--- config.mk ---
export PLATFORM = sky130hd
export DESIGN_NAME = tiny_nn_cmd_sequencer
export DESIGN_NICKNAME = d
export VERILOG_FILES = /design/src/rtl/tiny_nn_cmd_sequencer.sv
export SDC_FILE = /design/constraint.sdc
export NUM_CORES = 1
export LEC_CHECK = 0
export CAP_MARGIN = 20
export CELL_PAD_IN_SITES_DETAIL_PLACEMENT = 0
export CELL_PAD_IN_SITES_GLOBAL_PLACEMENT = 1
export CORE_ASPECT_RATIO = 1.1
export CORE_MARGIN = 1.5
export CORE_UTILIZATION = 35
export CTS_BUF_LIST = sky130_fd_sc_hd__clkbuf_8
export CTS_CLUSTER_DIAMETER = 60
export DETAILED_ROUTE_END_ITERATION = 10
export PLACE_DENSITY = 0.87
export SYNTH_ARGS = -nofsm -noshare
export SYNTH_HDL_FRONTEND = slang
export SYNTH_SLANG_ARGS = --single-unit
export TNS_END_PERCENT = 30
--- constraint.sdc ---
create_clock -name clk_i -period 5 [get_ports clk_i]
set_input_delay 1 -clock clk_i [delete_from_list [all_inputs] [get_ports clk_i]]
set_output_delay 1 -clock clk_i [all_outputs]
set_load 0.01 [all_outputs]
--- src/rtl/tiny_nn_cmd_sequencer.sv ---
`timescale 1ns/1ps
// ---------------------------------------------------------------------------
// tiny_nn_cmd_sequencer
//
// Host-side job sequencer for tiny_nn_top. One job is serialised onto the
// 16-bit nn_data_o stream as:
//   command word {op, len}  ->  W weight words  ->  D data words
//   ->  Z FPZero drain cycles  ->  one DONE cycle.
// Weight and data words are pulled from a valid-qualified source stream. The
// datapath never stalls: a missing source word is replaced by FPZero and
// flagged on err_underrun_o. Result words from tiny_nn_top are exposed on
// res_data_o during the drain window, once RES_DELAY drain cycles have passed.
//
// Ports
//   clk_i, rst_ni       clock, asynchronous active-low reset
//   start_i             launch a job (only looked at in IDLE)
//   op_i, len_i         command opcode / length, packed as {op, len}
//   weight_words_i      weight word count W (0 allowed)
//   data_words_i        data word count D (0 allowed)
//   drain_cycles_i      drain cycle count Z (0 allowed)
//   abort_i             abandon the running job, back to IDLE next cycle
//   src_req_o           a source word is consumed at this clock edge
//   src_valid_i         src_data_i holds a word
//   src_data_i          weight / data word
//   nn_data_o           registered stream into tiny_nn_top.data_i
//   nn_data_i           stream from tiny_nn_top.data_o
//   res_valid_o         res_data_o carries a result word
//   res_data_o          result word (nn_data_i passed straight through)
//   busy_o              a job is in progress
//   done_o              one-cycle pulse in the DONE cycle
//   err_underrun_o      sticky underrun flag, cleared by the next start
// ---------------------------------------------------------------------------
module tiny_nn_cmd_sequencer #(
  parameter int CNT_W     = 8,
  parameter int RES_DELAY = 4
) (
  input  logic             clk_i,
  input  logic             rst_ni,
  input  logic             start_i,
  input  logic [3:0]       op_i,
  input  logic [11:0]      len_i,
  input  logic [CNT_W-1:0] weight_words_i,
  input  logic [CNT_W-1:0] data_words_i,
  input  logic [CNT_W-1:0] drain_cycles_i,
  input  logic             abort_i,
  output logic             src_req_o,
  input  logic             src_valid_i,
  input  logic [15:0]      src_data_i,
  output logic [15:0]      nn_data_o,
  input  logic [15:0]      nn_data_i,
  output logic             res_valid_o,
  output logic [15:0]      res_data_o,
  output logic             busy_o,
  output logic             done_o,
  output logic             err_underrun_o
);

  localparam logic [15:0]      FP_ZERO     = 16'h0000;
  localparam logic [CNT_W-1:0] CNT_ONE     = CNT_W'(1);
  localparam logic [31:0]      RES_DELAY_U = RES_DELAY;

  typedef enum logic [2:0] {
    IDLE,
    CMD,
    WGT,
    DAT,
    DRN,
    DONE
  } state_t;

  state_t           state_q, state_d;
  logic [CNT_W-1:0] cnt_q, cnt_d;
  logic [CNT_W-1:0] w_q, d_q, z_q;
  logic [15:0]      nn_data_p1, nn_data_d;
  logic             err_q, err_d;
  logic             start_acc;
  logic             load_src;
  logic [CNT_W-1:0] drn_idx;

  // First non-empty phase among the ones still ahead; empty phases are
  // skipped with weights before data before drain.
  function automatic state_t phase_after(input logic has_w, input logic has_d,
                                         input logic has_z);
    state_t s;
    if (has_w)      s = WGT;
    else if (has_d) s = DAT;
    else if (has_z) s = DRN;
    else            s = DONE;
    return s;
  endfunction

  // Next-state and counter logic
  always_comb begin
    state_d   = state_q;
    cnt_d     = cnt_q;
    start_acc = 1'b0;

    case (state_q)
      IDLE: begin
        if (start_i) begin
          start_acc = 1'b1;
          state_d   = CMD;
        end
      end
      CMD: state_d = phase_after(w_q != '0, d_q != '0, z_q != '0);
      WGT: begin
        if (cnt_q == '0) state_d = phase_after(1'b0, d_q != '0, z_q != '0);
        else             cnt_d   = cnt_q - CNT_ONE;
      end
      DAT: begin
        if (cnt_q == '0) state_d = phase_after(1'b0, 1'b0, z_q != '0);
        else             cnt_d   = cnt_q - CNT_ONE;
      end
      DRN: begin
        if (cnt_q == '0) state_d = DONE;
        else             cnt_d   = cnt_q - CNT_ONE;
      end
      DONE:    state_d = IDLE;
      default: state_d = IDLE;
    endcase

    // Down-counters hold count-1 on phase entry so a count of 2^CNT_W-1
    // never needs an extra bit.
    if (state_d != state_q) begin
      case (state_d)
        WGT:     cnt_d = w_q - CNT_ONE;
        DAT:     cnt_d = d_q - CNT_ONE;
        DRN:     cnt_d = z_q - CNT_ONE;
        default: cnt_d = '0;
      endcase
    end

    // Abort overrides everything except a start taken in IDLE.
    if (abort_i && (state_q != IDLE)) begin
      state_d = IDLE;
      cnt_d   = '0;
    end
  end

  // A source word is consumed whenever the next visible slot is a weight or
  // data slot; the word lands in nn_data_o at that same edge.
  assign load_src = (state_d == WGT) || (state_d == DAT);

  always_comb begin
    nn_data_d = FP_ZERO;
    err_d     = err_q;
    if (start_acc) begin
      nn_data_d = {op_i, len_i};
      err_d     = 1'b0;
    end else if (load_src) begin
      if (src_valid_i) begin
        nn_data_d = src_data_i;
      end else begin
        nn_data_d = FP_ZERO;
        err_d     = 1'b1;
      end
    end
  end

  // Stage p1: state, counters, latched job, output word
  always_ff @(posedge clk_i or negedge rst_ni) begin
    if (!rst_ni) begin
      state_q    <= IDLE;
      cnt_q      <= '0;
      w_q        <= '0;
      d_q        <= '0;
      z_q        <= '0;
      nn_data_p1 <= FP_ZERO;
      err_q      <= 1'b0;
    end else begin
      state_q    <= state_d;
      cnt_q      <= cnt_d;
      nn_data_p1 <= nn_data_d;
      err_q      <= err_d;
      if (start_acc) begin
        w_q <= weight_words_i;
        d_q <= data_words_i;
        z_q <= drain_cycles_i;
      end
    end
  end

  // Drain index counts up from 0; derived from the down-counter so no
  // second counter is needed. cnt_q <= z_q-1 inside DRN, so no underflow.
  assign drn_idx = z_q - CNT_ONE - cnt_q;

  assign res_valid_o    = (state_q == DRN) &&
                          ({{(32-CNT_W){1'b0}}, drn_idx} >= RES_DELAY_U);
  assign res_data_o     = nn_data_i;
  assign src_req_o      = load_src;
  assign nn_data_o      = nn_data_p1;
  assign busy_o         = (state_q != IDLE);
  assign done_o         = (state_q == DONE);
  assign err_underrun_o = err_q;

endmodule

==> out/metrics.csv, run 1 <==
metric,value,unit
FP Rows,36,
reg2reg path depth,14,
"reg-to-reg slack, setup",1.03,ns
# resized after CTS,0,
Tot GR Track Use,16.65,%
largest net degree at the start of global routing,53,
share of layout cells above drive strength 1,13.14,%
Hold Crit Start,w_q[7],
setup TNS,0,ns
minimum clock period,4.453,ns
sequential area share after synthesis,40.44,%
largest cells by area after synthesis,"dfrtp_1 40%, mux2_2 7.7%, a22o_1 4.4%",
average size of a mapped cell,9.994,um^2
arrival time worst endpoint,3.45,ns
Hold Path Class,flop to flop,
Min-Delay Endpoint,w_q[7],
H-tree Lvls,2,
endpoints failing hold,0,
wire length per cell,15.51,um
Starting Density,36.08,%
Final Core Density,46.31,%
"commonest non-fill, non-tap cells in the layout","80 x clkdlybuf4s50_1, 52 x dfrtp_1, 24 x nor2_1, 22 x mux2_2",
post-synthesis cell type count,56,
reg-to-reg startpoint,d_q[1],
First-pass DRT Iterations,4,
worst rel slew slack,36.74,%
Nets,475,
hold path cells,1,
Num CTS Buffers,5,
Worst EP required,4.00,ns
Final HPWL DP,6.000,mm
"commonest non-fill, non-tap cell in the layout",clkdlybuf4s50_1,
Post-DP Area,0.004019,mm^2
postcts setup bufs,0,
worst vdd ir,309.9,uV
Netlist Area Pre-Place,0.003218,mm^2
Crit Reg-Reg Endpoint,cnt_q[6],
Clock Latency Late Sink,0.31,ns
root buf cell,clkbuf_8,
Setup crit end kind,output pin,
final instance area,0.004130,mm^2
DR vias/cell,5.251,
TritonCTS Sinks,52,
initial DRC count,204,
number of synthesized flops with an enable pin,0,
Ys Warns,0,
CTS tree,yes,
# diodes,0,
syn nets,410,
footprint of the multi-input gates,0.001664,mm^2
Lkg Pwr,1.715,nW
Post-CTS Hold Buffers,0,
cell taking the most area after synthesis,dfrtp_1,
ys flop type,dfrtp_1,
f_max,0.2246,GHz
crit path launch type,flop,
initial antenna violation count,0,
Cell Pwr Density,621.8,mW/mm^2
Synth top area share,40.44,%
clk buf depth,2,
area delta synth->final,28.34,%
clock-pin slew on the worst setup and hold paths,0.09,ns
WS Path Type,flop to output pin,
GRT overflow,0,
fraction of registers with async set/reset,100.0,%
Least-Margin Pin Slew,0.9448,ns
status,completed,
IO Pins,114,
Fillers,859,
die width,94.43,um
Die Y,103.6,um
die area,0.009780,mm^2
Crit Path Max Fanout,4,
Residual DRC,0,
vias in the first global route,2657,
Final GP Congestion,0.8382,
Port Buf Inserts,81,
endpoints failing setup,0,
Routed WL,7.785,mm
"flops & latches, synth",52,
register area,0.001301,mm^2
crit share post-route,89.06,%
max-cap violation count,0,
post-synthesis cell count,322,
DR vias,2636,
Post-DRT Antenna Nets,0,
RSZ-0062 raised after global routing,false,
Final Skew,0.01466,ns
CORE AREA,0.008919,mm^2
Pins Over Slew Limit,0,
first-pass GRT wire length,13.09,mm
registers in the layout (all words and copies together) (netlist names):
register and flops:
z_q 8, nn_data_o 16, w_q 8, cnt_q 8, err_underrun_o 1, d_q 8, state_q 3
critical path, cell delays in order (launching register included):
cell             delay [ns]
dfrtp_1                0.42
nor3_1                 0.27
or3b_2                 0.50
xor2_1                 0.24
inv_1                  0.08
ha_1                   0.33
or3_1                  0.31
o21ai_0                0.08
a21oi_1                0.07
xnor2_1                0.14
a31oi_1                0.16
clkdlybuf4s50_1        0.55
cell type report:
cell class	count	share of cell area [%]
Multi-Input combinational cell	223	40.29
Sequential cell	52	31.51
Timing Repair Buffer	85	20.24
Tap cell	114	3.454
Inverter	20	1.818
Clock buffer	5	1.666
Clock inverter	3	1.030
synth_stat cells, types with 2 or more instances:
| master | n |
|---|---|
| dfrtp_1 | 52 |
| nor2_1 | 24 |
| mux2_2 | 22 |
| inv_1 | 20 |
| o21ai_0 | 20 |
| a22o_1 | 16 |
| buf_4 | 16 |
| nand2_1 | 13 |
| ha_1 | 10 |
| xnor2_1 | 10 |
| nor3_1 | 9 |
| a21oi_1 | 8 |
| clkbuf_1 | 8 |
| xor2_1 | 7 |
| a31oi_1 | 6 |
| mux2i_1 | 6 |
| or3_1 | 6 |
| nand2b_1 | 4 |
| nand3_1 | 4 |
| nor4_1 | 4 |
| o211ai_1 | 4 |
| nor2b_1 | 3 |
| o221ai_1 | 3 |
| or4_1 | 3 |
| a21boi_0 | 2 |
| a21o_1 | 2 |
| a2bb2oi_1 | 2 |
| and3b_2 | 2 |
| buf_6 | 2 |
| o21a_1 | 2 |
| o21ai_1 | 2 |
| o31ai_1 | 2 |
| o41ai_1 | 2 |
| or2_4 | 2 |
| or3b_2 | 2 |
| or4_4 | 2 |
power breakdown:
part	internal (W)	switching (W)	leakage, nW
Combinational	0.000733	0.000767	1.01
Sequential	0.000603	0.000177	0.646
Clock	0.000148	0.000141	0.0541
Total	0.00148	0.00108	1.72
through the flow:
stage / hold slack [ns] / instances / setup slack, ns / power [W]
after global placement: 0.4850 / 494 / 0.9485 / 0.002243
after global routing: 0.5795 / 502 / 0.3139 / 0.002809
after detailed placement: 0.5268 / 494 / 0.8854 / 0.002285
after CTS: 0.5444 / 502 / 0.5283 / 0.002588
after floorplan: 0.4861 / 322 / 1.544 / 0.001849
final: 0.5422 / 502 / 0.5472 / 0.002568
worst max path at each step:
stage | from | to | slack, ns
floorplan | cnt_q[1] | cnt_q[6] | 1.54
global placement | z_q[0] | res_valid_o | 0.95
detailed placement | z_q[0] | res_valid_o | 0.89
CTS | z_q[0] | res_valid_o | 0.53
global route | z_q[0] | res_valid_o | 0.31
finish | z_q[0] | res_valid_o | 0.55
per-layer routing:
metal	share of wire [%]	wire (um)	track usage, %
met2	51	4007	28.06
met3	3.8	295	2.349
met5	0	0	0
met1	43	3329	21.67
met4	2.0	153	5.437
logic make-up (layout without fill, tap and decap cells):
logic type               count (synthesis)  count (layout)  synth area share (%)
AND/OR/NAND/NOR                         90              90                 15.83
buffers and inverters                   47             113                 7.854
AO/OA/AOI/OAI                           77              77                 17.19
flip-flops                              52              52                 40.44
multiplexers                            28              28                 9.565
XOR/XNOR                                17              17                 4.627
adder cells (fa/ha/maj)                 11              11                 4.510
Note: power is estimated with default switching activity, not from simulation.
==> run 2: changes to the inputs <==
--- a/config.mk
+++ b/config.mk
@@ -9,7 +9,6 @@
 export CELL_PAD_IN_SITES_DETAIL_PLACEMENT = 0
 export CELL_PAD_IN_SITES_GLOBAL_PLACEMENT = 1
 export CORE_ASPECT_RATIO = 1.1
-export CORE_MARGIN = 1.5
 export CORE_UTILIZATION = 35
 export CTS_BUF_LIST = sky130_fd_sc_hd__clkbuf_8
 export CTS_CLUSTER_DIAMETER = 60
@@ -18,4 +17,3 @@
 export SYNTH_ARGS = -nofsm -noshare
 export SYNTH_HDL_FRONTEND = slang
 export SYNTH_SLANG_ARGS = --single-unit
-export TNS_END_PERCENT = 30
==> out/metrics.csv, run 2 (synthesized netlist as in run 1, its figures left out) <==
metric,value,unit
status,completed,
Setup WS pre-CTS,0.8974,ns
Cell Pwr Density,610.3,mW/mm^2
arrival time worst endpoint,3.45,ns
die area,0.009583,mm^2
Crit Reg-Reg Endpoint,cnt_q[6],
Least-Margin Pin Slew,0.9260,ns
CTS tree,yes,
Largest register FFs,16,
wire length per cell,15.15,um
largest net degree at the start of global routing,53,
"commonest non-fill, non-tap cell in the layout",clkdlybuf4s50_1,
Pins Over Slew Limit,0,
Fillers,828,
Final GP Congestion,0.8279,
crit share post-route,89.03,%
worst path bufs/invs,2,
initial DRC count,86,
postcts setup bufs,0,
Port Buf Inserts,81,
minimum clock period,4.451,ns
# diodes,0,
Final HPWL DP,5.904,mm
first-pass GRT wire length,12.65,mm
Nets,475,
Clock Latency Late Sink,0.30,ns
"commonest non-fill, non-tap cells in the layout","80 x clkdlybuf4s50_1, 52 x dfrtp_1, 24 x nor2_1, 22 x mux2_2, 21 x inv_1",
Post-CTS Hold Buffers,0,
Lkg Pwr,1.706,nW
initial antenna violation count,0,
Die Y,102.6,um
Tot GR Track Use,16.60,%
reg-to-reg startpoint,d_q[0],
area delta synth->final,27.64,%
"reg-to-reg slack, setup",1.04,ns
worst rel slew slack,38.00,%
GRT overflow,0,
Starting Density,36.27,%
f_max,0.2247,GHz
worst-path cell chain,nor3_1 -> or3b_2 -> xor2_1 -> inv_1 -> ha_1 -> or3_1 -> o21ai_0 -> a21oi_1 -> xnor2_1 -> a31oi_1 -> clkdlybuf4s50_1,
setup TNS,0,ns
Residual DRC,0,
hold path cells,2,
CORE AREA,0.008874,mm^2
endpoints failing setup,0,
Crit Path Max Fanout,4,
root buf cell,clkbuf_8,
Final Skew,0.005828,ns
max-cap violation count,0,
RSZ-0062 raised after global routing,false,
DR vias/cell,5.237,
Worst EP required,4.00,ns
vias in the first global route,2611,
PnR worst setup slack,0.5487,ns
TritonCTS Sinks,52,
WS Path Type,flop to output pin,
"delay-heaviest family, CP",simple AND/OR/NAND/NOR gates,
Hold Path Class,flop to flop,
Hold Crit Start,err_underrun_o,
Setup crit end kind,output pin,
clock-pin slew on the worst setup and hold paths,0.10,ns
clk buf depth,2,
H-tree Lvls,2,
"slowest stage delay, CP",0.55,ns
# resized after CTS,0,
Post-DRT Antenna Nets,0,
First-pass DRT Iterations,4,
IO Pins,114,
FP Rows,36,
Num CTS Buffers,5,
worst vdd ir,292.8,uV
die width,93.43,um
DR vias,2629,
crit path launch type,flop,
slowest CP cell,clkdlybuf4s50_1,
share of layout cells above drive strength 1,12.89,%
reg2reg path depth,14,
Min-Delay Endpoint,err_underrun_o,
endpoints failing hold,0,
Routed WL,7.604,mm
WP depth,11,
-- run 2: cell types whose count changed in the layout (fill, tap and decap cells not counted), sizes merged --
| cell | delta |
|---|---|
| bufinv | -1 |
| inv | +1 |
-- run 2: through the flow --
stage / power (W) / utilization, % / hold WS, ns / std cells / area, um^2
finish: 0.002507 / 46.29 / 0.5227 / 502 / 4108
global placement: 0.002243 / 45.29 / 0.4864 / 494 / 4019
CTS: 0.002528 / 46.29 / 0.5237 / 502 / 4108
detailed placement: 0.002279 / 45.29 / 0.5006 / 494 / 4019
floorplan: 0.001849 / - / 0.4861 / 322 / 3218
global route: 0.002757 / 46.29 / 0.5412 / 502 / 4108
-- run 2: where the power goes --
| part | leakage (nW) | switching (W) | internal, W |
|---|---|---|---|
| clock network | 0.0455 | 0.000143 | 0.0000980 |
| registers | 0.646 | 0.000180 | 0.000603 |
| logic | 1.01 | 0.000753 | 0.000730 |
| total | 1.71 | 0.00108 | 0.00143 |
-- run 2: layout make-up --
| type | count | area (um^2) | share of cell area [%] |
|---|---|---|---|
| tap | 114 | 142.6 | 3.472 |
| clock buffer | 5 | 68.82 | 1.675 |
| timing repair buffer | 85 | 835.8 | 20.35 |
| sequential | 52 | 1301 | 31.68 |
| multi-input combinational | 223 | 1664 | 40.51 |
| clock inverter | 3 | 20.02 | 0.4874 |
| inverter | 20 | 75.07 | 1.828 |
-- run 2: worst max-delay path by stage --
stage / start / end
after floorplan: cnt_q[1] / cnt_q[6]
after global placement: z_q[0] / res_valid_o
after detailed placement: z_q[0] / res_valid_o
after CTS: z_q[0] / res_valid_o
after global routing: z_q[0] / res_valid_o
final: z_q[0] / res_valid_o
-- run 2: worst reg2reg max path, cell delays in order, from the launching register on --
cell	delay, ns
dfrtp_1	0.44
or4_4	0.57
nor2_1	0.26
a21boi_0	0.13
o211ai_1	0.75
or2_4	0.28
mux2i_1	0.20
ha_1	0.16
inv_1	0.07
or3_1	0.35
nor3_1	0.21
xnor2_1	0.15
mux2i_1	0.09
nand3_1	0.11
nand3_1	0.09
-- run 2: per-layer routing --
layer,GRT usage [%],vias to the layer above,part of all wire [%]
li1,-,1275,-
met1,22.02,1292,44
met2,28.45,50,52
met5,0,-,0
met4,4.615,0,1.3
met3,2.360,12,3.0
==> run 3: changes to the inputs <==
--- a/config.mk
+++ b/config.mk
@@ -9,11 +9,11 @@
 export CELL_PAD_IN_SITES_DETAIL_PLACEMENT = 0
 export CELL_PAD_IN_SITES_GLOBAL_PLACEMENT = 1
 export CORE_ASPECT_RATIO = 1.1
-export CORE_UTILIZATION = 35
-export CTS_BUF_LIST = sky130_fd_sc_hd__clkbuf_8
+export CORE_UTILIZATION = 34
+export CTS_BUF_LIST = sky130_fd_sc_hd__clkbuf_16
 export CTS_CLUSTER_DIAMETER = 60
 export DETAILED_ROUTE_END_ITERATION = 10
-export PLACE_DENSITY = 0.87
+export PLACE_DENSITY = 0.85
 export SYNTH_ARGS = -nofsm -noshare
 export SYNTH_HDL_FRONTEND = slang
 export SYNTH_SLANG_ARGS = --single-unit
==> out/metrics.csv, run 3 (synthesized netlist as in run 1, its figures left out) <==
metric,value,unit
Setup crit end kind,output pin,
crit share post-route,89.18,%
initial antenna violation count,0,
IO Pins,114,
reg-to-reg startpoint,d_q[1],
# resized after CTS,0,
PnR worst setup slack,0.5411,ns
Post-CTS Hold Buffers,0,
Num CTS Buffers,5,
Worst EP required,4.00,ns
WS Path Type,flop to output pin,
Least-Margin Pin Slew,1.011,ns
GRT overflow,0,
Largest register FFs,16,
Lkg Pwr,1.724,nW
vias in the first global route,2659,
Post-DP Area,0.004019,mm^2
Starting Density,35.72,%
H-tree Lvls,2,
final instance area,0.004163,mm^2
"commonest non-fill, non-tap cells in the layout","80 x clkdlybuf4s50_1, 52 x dfrtp_1, 24 x nor2_1, 22 x mux2_2",
postcts setup bufs,0,
Fillers,881,
Min-Delay Endpoint,err_underrun_o,
First-pass DRT Iterations,4,
Clock Latency Late Sink,0.29,ns
crit path launch type,flop,
Tot GR Track Use,16.73,%
clk buf depth,2,
initial DRC count,120,
worst rel slew slack,32.31,%
Pins Over Slew Limit,0,
minimum clock period,4.459,ns
f_max,0.2243,GHz
TritonCTS Sinks,52,
CORE AREA,0.009009,mm^2
total power draw,0.002613,W
first-pass GRT wire length,13.26,mm
setup TNS,0,ns
Crit Reg-Reg Endpoint,cnt_q[6],
die width,94.76,um
Hold Crit Start,err_underrun_o,
# diodes,0,
Routed WL,7.709,mm
status,completed,
Port Buf Inserts,81,
root buf cell,clkbuf_16,
Nets,475,
wire length per cell,15.36,um
FP Rows,36,
Final GP Congestion,0.8314,
Setup WS pre-CTS,0.8950,ns
Crit Path Max Fanout,4,
worst vdd ir,328.2,uV
Residual DRC,0,
"reg-to-reg slack, setup",0.93,ns
Final HPWL DP,5.982,mm
"commonest non-fill, non-tap cell in the layout",clkdlybuf4s50_1,
RSZ-0062 raised after global routing,false,
arrival time worst endpoint,3.46,ns
max-cap violation count,0,
CTS tree,yes,
DR vias,2641,
footprint of the multi-input gates,0.001664,mm^2
endpoints failing setup,0,
Post-DRT Antenna Nets,0,
clock-pin slew on the worst setup and hold paths,0.07,ns
Final Skew,0.006290,ns
reg2reg path depth,14,
register area,0.001301,mm^2
DR vias/cell,5.261,
Cell Pwr Density,627.8,mW/mm^2
endpoints failing hold,0,
Die Y,104.0,um
area delta synth->final,29.35,%
hold path cells,2,
Hold Path Class,flop to flop,
share of layout cells above drive strength 1,12.89,%
die area,0.009858,mm^2
largest net degree at the start of global routing,53,
run 3: cell count changes in the layout (fill, tap and decap cells not counted):
| cell | before | now |
|---|---|---|
| clkbuf_8 | 5 | 0 |
| clkinv_1 | 0 | 1 |
| inv_1 | 21 | 20 |
| clkinv_4 | 1 | 0 |
| clkinvlp_4 | 1 | 2 |
| clkbuf_16 | 0 | 5 |
run 3: how the worst max path moves through the flow:
stage,from,end,slack (ns)
after floorplan,cnt_q[1],cnt_q[6],1.54
final,z_q[0],res_valid_o,0.54
after detailed placement,z_q[0],res_valid_o,0.90
after CTS,z_q[0],res_valid_o,0.57
after global placement,z_q[0],res_valid_o,0.96
after global routing,z_q[0],res_valid_o,0.37
run 3: power breakdown:
group	internal [W]	switching, W	leakage (nW)
Sequential	0.000604	0.000179	0.646
Combinational	0.000730	0.000766	1.01
Clock	0.000184	0.000151	0.0635
Total	0.00152	0.00110	1.72
run 3: critical path, cell delays in order (launching register included):
cell and delay, ns:
dfrtp_1 0.42, nor3_1 0.27, or3b_2 0.49, xor2_1 0.27, inv_1 0.09, ha_1 0.31
or3_1 0.30, o21ai_0 0.08, a21oi_1 0.07, xnor2_1 0.14, a31oi_1 0.17, clkdlybuf4s50_1 0.55
run 3: final cells by class:
| type | instances | share of cell area (%) |
|---|---|---|
| Timing Repair Buffer | 85 | 20.08 |
| Inverter | 20 | 1.803 |
| Tap cell | 114 | 3.427 |
| Clock inverter | 3 | 0.4509 |
| Clock buffer | 5 | 3.006 |
| Sequential cell | 52 | 31.26 |
| Multi-Input combinational cell | 223 | 39.98 |
run 3: through the flow:
| step | hold slack, ns | util, % | cells |
|---|---|---|---|
| global route | 0.5338 | 46.21 | 502 |
| global placement | 0.4857 | 44.61 | 494 |
| finish | 0.5026 | 46.21 | 502 |
| detailed placement | 0.4964 | 44.61 | 494 |
| CTS | 0.5114 | 46.21 | 502 |
| floorplan | 0.4861 | - | 322 |
run 3: layer usage:
layer | global-route usage (%) | part of all wire (%) | vias to the layer above
met5 | 0 | 0 | -
met4 | 5.736 | 2.3 | 0
met3 | 2.193 | 2.8 | 16
met2 | 27.90 | 51 | 51
met1 | 21.97 | 44 | 1300
li1 | - | - | 1274
